--- src/rtl/alu_result_stage.sv ---
// Registered output stage behind the 64-bit ALU: 2-entry result FIFO with Z/N/V flags,
// a sticky overflow flag and a wrapping count of delivered results.
module alu_result_stage #(
   parameter int unsigned DATA_W = 64,
   parameter int unsigned CNT_W  = 32
) (
   input  logic              clk,
   input  logic              rst_n,
   input  logic              in_valid,
   output logic              in_ready,
   input  logic [DATA_W-1:0] alu_out,
   input  logic              alu_ov,
   input  logic [1:0]        op_sel,
   input  logic              b_inv,
   output logic              out_valid,
   input  logic              out_ready,
   output logic [DATA_W-1:0] out_result,
   output logic [2:0]        out_op,
   output logic              out_z,
   output logic              out_n,
   output logic              out_v,
   output logic              sticky_ov,
   input  logic              sticky_clr,
   output logic [CNT_W-1:0]  result_cnt
);

   typedef struct packed {
      logic [DATA_W-1:0] result;
      logic              b_inv;
      logic [1:0]        op_sel;
      logic              z;
      logic              n;
      logic              v;
   } entry_t;

   entry_t             mem_q [2];
   entry_t             mem_d [2];
   entry_t             head_q, head_d;
   entry_t             new_entry;
   logic               wr_ptr_q, wr_ptr_d;
   logic               rd_ptr_q, rd_ptr_d;
   logic [1:0]         count_q, count_d;
   logic               sticky_q, sticky_d;
   logic [CNT_W-1:0]   cnt_q, cnt_d;
   logic               push, pop;

   assign in_ready  = ~count_q[1];
   assign out_valid = (count_q != 2'd0);
   assign push      = in_valid & in_ready;
   assign pop       = out_valid & out_ready;

   always_comb begin
      new_entry        = '0;
      new_entry.result = alu_out;
      new_entry.b_inv  = b_inv;
      new_entry.op_sel = op_sel;
      new_entry.z      = (alu_out == '0);
      new_entry.n      = alu_out[DATA_W-1];
      // Overflow only has meaning for add/sub.
      new_entry.v      = (op_sel == 2'b00) & alu_ov;
   end

   always_comb begin
      mem_d    = mem_q;
      wr_ptr_d = wr_ptr_q ^ push;
      rd_ptr_d = rd_ptr_q ^ pop;
      count_d  = count_q;
      sticky_d = sticky_q;
      cnt_d    = cnt_q;
      if (push) begin
         mem_d[wr_ptr_q] = new_entry;
      end
      unique case ({push, pop})
         2'b10:   count_d = count_q + 2'd1;
         2'b01:   count_d = count_q - 2'd1;
         default: count_d = count_q;
      endcase
      if (pop) begin
         cnt_d = cnt_q + 1'b1;
      end
      // Set takes priority over clear.
      if (push && new_entry.v) begin
         sticky_d = 1'b1;
      end else if (sticky_clr) begin
         sticky_d = 1'b0;
      end
      // Output register tracks the next head; holds its last value once empty.
      head_d = head_q;
      if (count_d != 2'd0) begin
         head_d = mem_d[rd_ptr_d];
      end
   end

   always_ff @(posedge clk or negedge rst_n) begin
      if (!rst_n) begin
         mem_q[0] <= '0;
         mem_q[1] <= '0;
         head_q   <= '0;
         wr_ptr_q <= 1'b0;
         rd_ptr_q <= 1'b0;
         count_q  <= 2'd0;
         sticky_q <= 1'b0;
         cnt_q    <= '0;
      end else begin
         mem_q[0] <= mem_d[0];
         mem_q[1] <= mem_d[1];
         head_q   <= head_d;
         wr_ptr_q <= wr_ptr_d;
         rd_ptr_q <= rd_ptr_d;
         count_q  <= count_d;
         sticky_q <= sticky_d;
         cnt_q    <= cnt_d;
      end
   end

   assign out_result = head_q.result;
   assign out_op     = {head_q.b_inv, head_q.op_sel};
   assign out_z      = head_q.z;
   assign out_n      = head_q.n;
   assign out_v      = head_q.v;
   assign sticky_ov  = sticky_q;
   assign result_cnt = cnt_q;

endmodule

--- config.mk ---
export PLATFORM = sky130hd
export DESIGN_NAME = alu_result_stage
export DESIGN_NICKNAME = d
export VERILOG_FILES = /design/src/rtl/alu_result_stage.sv
export SDC_FILE = /design/constraint.sdc
export NUM_CORES = 1
export LEC_CHECK = 0
export ABC_AREA = 1
export CORE_AREA = 3 3 158 129
export CTS_BUF_LIST = sky130_fd_sc_hd__clkbuf_16
export DETAILED_ROUTE_END_ITERATION = 12
export DIE_AREA = 0 0 161 132
export PLACE_DENSITY = 0.88
export SETUP_SLACK_MARGIN = 0.3
export SLEW_MARGIN = 20
export SYNTH_ARGS = -nofsm -noshare
export SYNTH_HDL_FRONTEND = slang
export SYNTH_SLANG_ARGS = --single-unit
--- constraint.sdc ---
create_clock -name clk -period 6.2 [get_ports clk]
set_input_delay 1.24 -clock clk [delete_from_list [all_inputs] [get_ports clk]]
set_output_delay 1.24 -clock clk [all_outputs]
set_load 0.01 [all_outputs]
### Word level (Yosys, flattened, before mapping)

Cells that the tools add are included.

* bits in registers: 247
* output and inout port bits: 105
* input port bits: 73

* muxes and demuxes: 10
* bitwise logic cells: 8
* eq/ne operators: 2
* reduce and logical (&&, ||, !) cells: 7
* add/sub/neg operators: 3
* order comparisons: 3

Operator list (count)
* $mux W70: 4
* $bwmux W140: 1
* $mux W140: 1
* $demux W70 S1: 1
* $logic_not A64 Y1: 1
* $add A32 B1 Y32 const B: 1
* $reduce_bool A2 Y1: 3
* $ge A2 B2 Y1 const B: 2
* $not A1 Y2: 2
* $pmux W2 S2: 1
* $and A1 B1 Y1: 3
* $add A2 B1 Y2 const B: 1
* $eq A2 B1 Y1 const B: 1
* $eq A2 B2 Y1 const B: 1
* $logic_and A1 B1 Y1: 2
* $logic_not A2 Y1: 1
* $lt A2 B1 Y1 const B: 1
* $mux W1: 2
* $sub A2 B1 Y2 const B: 1
* $xor A1 B1 Y1: 2
* $not A1 Y1: 1

### Depth between registers and ports, before layout

Gate-level depths: netlist of run 1.

* word-level depth: 10
* depth in mapped cells: 14
* depth with buffers taken out: 13

### Worst setup path before layout of run 1

Ideal clock, no wire load.

* kind: input port to flip-flop
* start point: input port out_ready
* end point: register head_q (netlist bit out_result[24])
* data arrival time: 2.680 ns
* cell stages on the path: 12
* path buffers: 2
* data required time: 6.068 ns
* path slack: 3.387 ns
* cell sequence: nand2_8 > inv_1 > ha_1 > inv_1 > nand2_1 > nor2_1 > xor2_1 > nor2_4 > buf_6 > buf_6 > nand2_1 > o21ai_1

RTL lines
* start: declaration: RTL line 16 `input logic out_ready,`
* $and A1 B1 Y1 (*): RTL line 50 `assign pop = out_valid & out_ready;`
* via pop: RTL line 45 `logic push, pop;`
* $eq A2 B1 Y1 / $eq A2 B2 Y1 (equally long branches): RTL line 73 `unique case ({push, pop})`
* $pmux W2 S2 (*): RTL line 73
* via count_d[1]: RTL line 42 `logic [1:0] count_q, count_d;`
* $reduce_bool A2 Y1 (*): RTL line 89 `if (count_d != 2'd0) begin`
* end signal: assignment: RTL line 98 `head_q <= '0;`
* end signal: assignment: RTL line 107 `head_q <= head_d;`
* end: declaration: RTL line 38 `entry_t head_q, head_d;`

The timed path passes the listed nets; every way through them passes the cells marked *. The select of a mux whose other input is x is not followed.
A chain may end at the register's enable or synchronous reset.

### Worst setup path in the final report of run 1

* start point: input port out_ready
* end point: register head_q (netlist bit out_z)

Same word-level chain as after synthesis.

==> results.json, run 1 <==
{
  "port-buffer-count": 177,
  "drc": 0,
  "syn_area_mm2": 0.0109,
  "dp_slack_ps": 2090,
  "hp-start": "mem_q[71]",
  "synth_edf_count": 0,
  "worst_slack_ps": 2620,
  "fin_crit_ps": 3580,
  "grt_pass1_vias": 8723,
  "rows": 45,
  "clock_sinks": 247,
  "total_power_mw": 7.39,
  "yosysSeqAreaShare_pct": 56.5,
  "die_h_um": 132,
  "fin_area_mm2": 0.0135,
  "max_freq_mhz": 279,
  "drtAntennaViolNets": 0,
  "synth_top_cell_by_area": "dfrtp_1",
  "cts_tree": "yes",
  "coreArea_mm2": 0.0189,
  "die-area_mm2": 0.0213,
  "yosysWarnings": 0,
  "nets": 1472,
  "syn_area_per_cell_um2": 8.79,
  "clock_skew_ps": 14.5,
  "maxSlewHeadroom_pct": 34.8,
  "tightest_slew_ps": 976,
  "cts.clk_slew.worst_paths_ps": 60,
  "crit_type": "input pin to flop",
  "start_kind": "input pin",
  "clockRootBuffer": "clkbuf_16",
  "grt_max_degree": 132,
  "viasPerCell": 5.23,
  "place_area_mm2": 0.0127,
  "startpoint": "out_ready",
  "synthCells": 1244,
  "initial_core_util_pct": 57.8,
  "hold_class": "flop to flop",
  "cts_setup_buffers": 0,
  "drive_gt1_share_pct": 9.05,
  "p_leak_nw": 6.32,
  "rsz0062_at_grt": "no",
  "power_density_mw_per_mm2": 549,
  "clockBufferDepth": 3,
  "cap_violations": 0,
  "hold_viol_final": 0,
  "dr.pass1.iters": 5,
  "dr.first_iter.drc_count": 735,
  "synth_commonest_cells": "nand2_1 (398), dfrtp_1 (247), o21ai_1 (138)",
  "synth_nets": 1319,
  "synth_ff_type": "dfrtp_1",
  "grt_pass1_wl_um": 43300,
  "required_ps": 6580,
  "dr_total_vias": 8756,
  "fin_crit_sh_pct": 57.8,
  "cts_made_buffers": 24,
  "yosys-top-cells-area": "dfrtp_1 (57%), nand2_1 (14%), o21ai_1 (6.3%)",
  "ios": 178,
  "cp-end-kind": "flop",
  "htreeDepth": 1,
  "timing.rr.start": "count_q[1]",
  "fin_setup_tns_ps": 0,
  "cts_hold_buffers": 0,
  "antenna_found_initial": 1,
  "yosysMostFrequentCell": "nand2_1",
  "grt.total_usage_pct": 24.4,
  "grt_overflow": 0,
  "netlist.area_leader.share_pct": 56.5,
  "dieWidth_um": 161,
  "crit_fanout": 74,
  "drv_slew": 0,
  "finalWirelength_um": 26200,
  "hpwl_um": 16900,
  "cp.arrival_ps": 3960,
  "status": "finished clean",
  "ys_ff_latch": 247,
  "post_cts_resize_count": 0,
  "setup_viol": 0,
  "clock_latency_ps": 510,
  "wl_per_cell_um": 15.6,
  "place.gp.congestion": 0.842,
  "syn_to_final_growth_pct": 23.2,
  "ys_async_sr_fraction_pct": 100,
  "peakVddDrop_v": 0.000419,
  "ys_types": 33
}
[logic make-up after synthesis]
logic type / share of synthesized area [%]
buffers and inverters: 7.50
XOR/XNOR: 2.65
adder cells (fa/ha/maj): 0.229
AND/OR/NAND/NOR: 23.1
AO/OA/AOI/OAI: 10.0
flip-flops: 56.5
[area by class of cell]
type	count	area (µm²)
Sequential cell	247	6180
Inverter	110	418
Antenna cell	1	2.50
Fill cell	1409	5450
Clock inverter	19	135
Timing Repair Buffer	184	1840
Clock buffer	25	626
Tap cell	258	323
Multi-Input combinational cell	830	3940
[state kept, by name, indices dropped and copies added, names as in the netlist]
| register | cells |
|---|---|
| out_result | 64 |
| mem_q | 140 |
| result_cnt | 32 |
| out_n | 1 |
| count_q | 2 |
| wr_ptr_q | 1 |
| out_op | 3 |
| rd_ptr_q | 1 |
| out_v | 1 |
| out_z | 1 |
| sticky_ov | 1 |
[placed cells by master, fill, tap and decap left out, types with 2 or more instances in the layout]
cell,count
ha_1,2
a31oi_1,2
nand4_1,4
o21ai_1,138
xor2_1,22
nor3_1,10
nand3_1,19
xnor2_1,8
nor2_8,2
bufinv_16,2
nand2_1,398
nor2_1,65
clkinv_2,5
nand2_4,3
dfrtp_1,247
clkinvlp_4,2
inv_1,110
o21ai_0,76
clkinv_1,8
buf_4,6
nor2_2,4
clkbuf_16,25
nor2_4,3
clkdlybuf4s50_1,176
or2_2,67
[critical path: stages]
cell and delay (ps):
clkdlybuf4s50_1 570, nand2_8 130, inv_1 240, ha_1 300, inv_1 60, nand2_1 40
nor2_1 100, xor2_1 120, nor2_4 100, buf_4 610, clkinv_2 220, nand3_1 150
nand2_1 60
[metal layers]
layer	wire length, µm	global-route usage [%]	up-vias
met2	12300	38.5	288
met4	504	6.26	2
li1	-	-	4206
met1	11600	35.7	4218
met5	13	0	-
met3	1730	4.15	42
[worst paths after layout]
path / end / slack (ps) / cells after the start
setup / recovery: out_z / 2620 / 13
hold / removal: mem_q[71] / 470 / 2
setup reg to reg: out_z / 3300 / 14
hold reg to reg: mem_q[71] / 470 / 2
max in group asynchronous: out_result[47] / 4240 / 2
min in group asynchronous: out_result[19] / 790 / 1
[metrics by stage]
step	util (%)	instances	hold WS, ps
2_1_floorplan	-	1244	438
3_3_place_gp	67.1	1629	453
3_5_place_dp	67.1	1629	458
4_1_cts	71.2	1673	474
5_1_grt	71.2	1673	496
6_report	71.2	1674	475
[where the power goes]
part / internal, mW / leakage, nW / switching (mW) / total (mW)
logic: 1.36 / 2.99 / 1.96 / 3.31
clock network: 0.810 / 0.382 / 0.594 / 1.40
registers: 2.36 / 2.95 / 0.316 / 2.68
Note: power is estimated with default switching activity, not from simulation.
==> inputs of run 2 (changes only) <==
--- a/config.mk
+++ b/config.mk
@@ -6,11 +6,11 @@
 export NUM_CORES = 1
 export LEC_CHECK = 0
 export ABC_AREA = 1
-export CORE_AREA = 3 3 158 129
+export CORE_AREA = 3 3 173 141
 export CTS_BUF_LIST = sky130_fd_sc_hd__clkbuf_16
 export DETAILED_ROUTE_END_ITERATION = 12
-export DIE_AREA = 0 0 161 132
-export PLACE_DENSITY = 0.88
+export DIE_AREA = 0 0 176 144
+export PLACE_DENSITY = 0.78
 export SETUP_SLACK_MARGIN = 0.3
 export SLEW_MARGIN = 20
 export SYNTH_ARGS = -nofsm -noshare
==> constraint.sdc (replaced) <==
create_clock -name clk -period 3.2 [get_ports clk]
set_input_delay 0.64 -clock clk [delete_from_list [all_inputs] [get_ports clk]]
set_output_delay 0.64 -clock clk [all_outputs]
set_load 0.01 [all_outputs]
==> run 2 against run 1 <==
  * Non-clock buffer count increased by 12
  * Highest routed layer unchanged
  * Flip-flop and latch count did not move
  * Core utilization down 11 points
  * Die area increased by 19%
  * Setup slack worse by 2100 ps
  * Largest cell class unchanged
  * Count of clock-buffer cells in the layout is the same
  * Cell area is 1.2% higher
==> results.json, run 2 (same netlist as run 1, synthesis figures left out) <==
{
  "status": "finished clean",
  "crit_fanout": 68,
  "maxSlewHeadroom_pct": 53.3,
  "r2r_cells": 14,
  "place.gp.congestion": 0.836,
  "clock_skew_ps": 10.1,
  "coreArea_mm2": 0.0226,
  "crit_type": "input pin to flop",
  "setup_viol": 0,
  "die_h_um": 144,
  "worst_slack_ps": 564,
  "clock_latency_ps": 510,
  "final_cell_count_no_fill": 1729,
  "dr.first_iter.drc_count": 555,
  "hpwl_um": 17800,
  "dp_cells": 1689,
  "rows": 49,
  "dr.pass1.iters": 6,
  "cp.arrival_ps": 3040,
  "required_ps": 3600,
  "htreeDepth": 1,
  "max_freq_mhz": 379,
  "grt.total_usage_pct": 21.1,
  "cts_tree": "yes",
  "rsz0062_at_grt": "no",
  "post_cts_resize_count": 0,
  "cp-end-kind": "flop",
  "hold_class": "input pin to async pin",
  "clock_sinks": 247,
  "final_cell_mix": "nand2_1 (398), dfrtp_1 (247), clkdlybuf4s50_1 (176)",
  "initial_core_util_pct": 48.3,
  "fin_crit_ps": 2640,
  "cts_hold_buffers": 0,
  "finalWirelength_um": 26700,
  "grt_overflow": 0,
  "antenna_found_initial": 1,
  "power_density_mw_per_mm2": 1040,
  "fin_crit_sh_pct": 82.4,
  "drc": 0,
  "regMostFlops": "mem_q",
  "hold_viol_final": 0,
  "drtAntennaViolNets": 0,
  "port-buffer-count": 177,
  "largest_reg_flops": 140,
  "total_power_mw": 14.2,
  "peakVddDrop_v": 0.000822,
  "mostFrequentLayoutCell": "nand2_1",
  "drive_gt1_share_pct": 9.63,
  "die-area_mm2": 0.0253,
  "drv_slew": 0,
  "dieWidth_um": 176,
  "syn_to_final_growth_pct": 24.6,
  "start_kind": "input pin",
  "grt_pass1_wl_um": 43800,
  "viasPerCell": 5.03,
  "ios": 178,
  "p_leak_nw": 6.39,
  "cts_setup_buffers": 0,
  "cap_violations": 0,
  "clockBufferDepth": 3,
  "dr_total_vias": 8696,
  "clockRootBuffer": "clkbuf_16",
  "nets": 1485,
  "cts.clk_slew.worst_paths_ps": 60,
  "grt_pass1_vias": 8660,
  "dp_slack_ps": 9.21,
  "cts_made_buffers": 25,
  "fin_setup_tns_ps": 0,
  "num_antenna_cells": 0,
  "grt_max_degree": 89,
  "tightest_slew_ps": 701,
  "wl_per_cell_um": 15.4
}
## run 2: worst paths after layout
path | startpoint | end | slack (ps)
setup / recovery | in_valid | out_z | 560
hold / removal | rst_n | mem_q[83] | 120
setup reg to reg | count_q[1] | out_z | 610
hold reg to reg | mem_q[37] | mem_q[37] | 470
max in group asynchronous | rst_n | mem_q[125] | 2280
min in group clk | mem_q[37] | mem_q[37] | 470
## run 2: report_power, final
group	internal, mW	switching (mW)	leakage (nW)
combinational	2.76	3.73	3.08
clock	1.40	1.14	0.364
sequential	4.58	0.632	2.95
total	8.73	5.49	6.39
## run 2: critical path, cell delays in order
cell and delay (ps):
clkdlybuf4s50_1 570, nand2_4 100, ha_1 300, inv_1 60, nand2_1 50, nor2_1 100
xor2_1 120, nor2_4 130, buf_4 560, clkinv_2 200, nand3_1 140, nand2_1 50
## run 2: layout make-up
cell class              count  area (µm²)
multi-input cells         830        3940
repair buffers            196        2020
fillers                  1911        8990
inverters                 110         417
clock buffers              25         626
well taps                 306         383
clock inverters            15        61.3
flip-flops and latches    247        6180
## run 2: stage by stage
| step | util (%) | hold slack, ps | cell area, µm² |
|---|---|---|---|
| 2_1_floorplan | - | 344 | 10900 |
| 3_3_place_gp | 57.2 | 452 | 12900 |
| 3_5_place_dp | 57.2 | 456 | 12900 |
| 4_1_cts | 60.2 | 156 | 13600 |
| 5_1_grt | 60.2 | 185 | 13600 |
| 6_report | 60.2 | 116 | 13600 |
## run 2: routing by layer
metal	wire length, µm	GRT usage (%)
met5	8	0
met4	582	5.25
met3	1570	3.20
met2	12200	34.4
met1	12300	30.2
==> inputs of run 3 (changes only) <==
--- a/config.mk
+++ b/config.mk
@@ -6,11 +6,11 @@
 export NUM_CORES = 1
 export LEC_CHECK = 0
 export ABC_AREA = 1
-export CORE_AREA = 3 3 173 141
+export CORE_AREA = 3 3 164 134
 export CTS_BUF_LIST = sky130_fd_sc_hd__clkbuf_16
 export DETAILED_ROUTE_END_ITERATION = 12
-export DIE_AREA = 0 0 176 144
-export PLACE_DENSITY = 0.78
+export DIE_AREA = 0 0 167 137
+export PLACE_DENSITY = 0.82
 export SETUP_SLACK_MARGIN = 0.3
 export SLEW_MARGIN = 20
 export SYNTH_ARGS = -nofsm -noshare
==> constraint.sdc (replaced) <==
create_clock -name clk -period 2.6 [get_ports clk]
set_input_delay 0.52 -clock clk [delete_from_list [all_inputs] [get_ports clk]]
set_output_delay 0.52 -clock clk [all_outputs]
set_load 0.01 [all_outputs]
==> run 3 against run 2 <==
  * Cell area grew 3.2%
  * Worst hold slack better by 350 ps
  * Clock power up 42%
  * Register-to-register slack worse by 210 ps
  * Total power up 35%
  * Critical endpoint is now out_result[22]
  * Highest routed layer is now met4
==> results.json, run 3 (same netlist as run 1, synthesis figures left out) <==
{
  "cts.clk_slew.worst_paths_ps": 60,
  "antenna_found_initial": 0,
  "port-buffer-count": 177,
  "combPwrFrac_pct": 48.1,
  "clock_skew_ps": 9.29,
  "peakVddDrop_v": 0.000930,
  "drv_slew": 0,
  "cp.arrival_ps": 2590,
  "clockRootBuffer": "clkbuf_16",
  "cap_violations": 0,
  "regToRegSetupSlack_ps": 400,
  "grt.total_usage_pct": 23.5,
  "dieWidth_um": 167,
  "dr.first_iter.drc_count": 772,
  "start_kind": "flop",
  "required_ps": 2990,
  "wl_met1_um": 12600,
  "setup_viol": 0,
  "power_frac_clock_pct": 18.8,
  "finalWirelength_um": 27900,
  "drtAntennaViolNets": 0,
  "pwr-share-seq_pct": 33.1,
  "wl_met3_um": 1640,
  "final_cell_count_no_fill": 1719,
  "crit_type": "flop to flop",
  "grt_overflow": 0,
  "tightest_slew_ps": 549,
  "place.gp.congestion": 0.825,
  "p_int_mw": 11.9,
  "grt_max_degree": 72,
  "drc": 0,
  "grt_pass1_vias": 8763,
  "highest_layer": "met4",
  "max_freq_mhz": 454,
  "viasPerCell": 5.23,
  "initial_core_util_pct": 53.3,
  "dr_total_vias": 8982,
  "cts_tree": "yes",
  "hpwl_um": 18500,
  "die-area_mm2": 0.0229,
  "cts_made_buffers": 24,
  "r2r_cells": 13,
  "largest_reg_flops": 140,
  "hold_viol_final": 0,
  "nets": 1507,
  "fin_crit_ps": 2200,
  "wl_per_cell_um": 16.3,
  "dr.pass1.iters": 5,
  "regMostFlops": "mem_q",
  "rsz0062_at_grt": "yes",
  "maxSlewHeadroom_pct": 63.4,
  "crit_fanout": 17,
  "hold_depth": 2,
  "num_antenna_cells": 0,
  "final_cell_mix": "nand2_1 (398), dfrtp_1 (246), clkdlybuf4s50_1 (176)",
  "cp-end-kind": "flop",
  "status": "finished clean",
  "clockBufferDepth": 3,
  "power.switching_mw": 7.29,
  "mostFrequentLayoutCell": "nand2_1",
  "drive_gt1_share_pct": 11.7,
  "fin_setup_tns_ps": 0,
  "clock_latency_ps": 510,
  "dp_cells": 1665,
  "ios": 178,
  "power_density_mw_per_mm2": 1370,
  "die_h_um": 137,
  "clock_sinks": 247,
  "met2_length_um": 13200,
  "hold_class": "flop to flop",
  "grt_pass1_wl_um": 44000,
  "syn_to_final_growth_pct": 28.6,
  "rows": 47,
  "coreArea_mm2": 0.0205,
  "netSwitchingFraction_pct": 37.9,
  "htreeDepth": 1,
  "fin_crit_sh_pct": 84.7,
  "p_leak_nw": 6.60
}
## run 3: routing by layer
metal / GRT usage (%) / vias to the layer above
met5: 0 / -
met4: 6.14 / 0
met1: 33.1 / 4350
li1: - / 4280
met2: 38.5 / 305
met3: 3.75 / 47
## run 3: final cells by class
cell class,count,area [µm²]
inverter,110,422
multi-input combinational,830,3950
tap,269,337
fill,1525,6460
clock inverter,19,196
sequential,247,6180
timing repair buffer,219,2350
clock buffer,25,626
## run 3: repair_timing
item,in CTS,in global routing
hold endpoints to repair,66,0
setup buffers,0,6
resized for setup,0,6
hold buffers,1,0
setup endpoints to repair,0,32
## run 3: path summary, 6_finish.rpt
check,start,to
setup / recovery,count_q[0],out_result[22]
setup reg to reg,count_q[0],out_result[22]
min in group asynchronous,rst_n,mem_q[13]
hold reg to reg,mem_q[65],mem_q[65]
max in group asynchronous,rst_n,out_result[61]
hold / removal,mem_q[65],mem_q[65]
## run 3: power groups by stage
stage,combinational (mW),clock (mW),sequential (mW)
after CTS,8.64,3.67,6.36
final,9.25,3.60,6.36
after detailed placement,8.54,0,6.41
after floorplan,5.37,0,6.50
after global routing,10.2,3.83,6.52
after global placement,8.18,0,6.36
## run 3: critical path, stage by stage (launching register included)
cell and delay (ps):
dfrtp_1 420, inv_1 110, nand2_4 80, nand2_8 60, inv_1 50, ha_1 300, inv_1 60, nand2_1 60
nor2_2 150, xor2_2 110, nor2_4 220, buf_4 200, clkbuf_16 190, o21ai_1 80
## run 3: metrics by stage
stage               utilization (%)  area, µm²  setup slack (ps)  hold slack, ps  total power [mW]
floorplan                         -      10900               394             224              11.9
global placement               63.7      13100              17.1             452              14.5
detailed placement             63.7      13100             -63.6             456              14.9
CTS                            67.8      13900               354             474              18.7
global route                   68.5      14100               268             483              20.6
finish                         68.5      14100               399             470              19.2
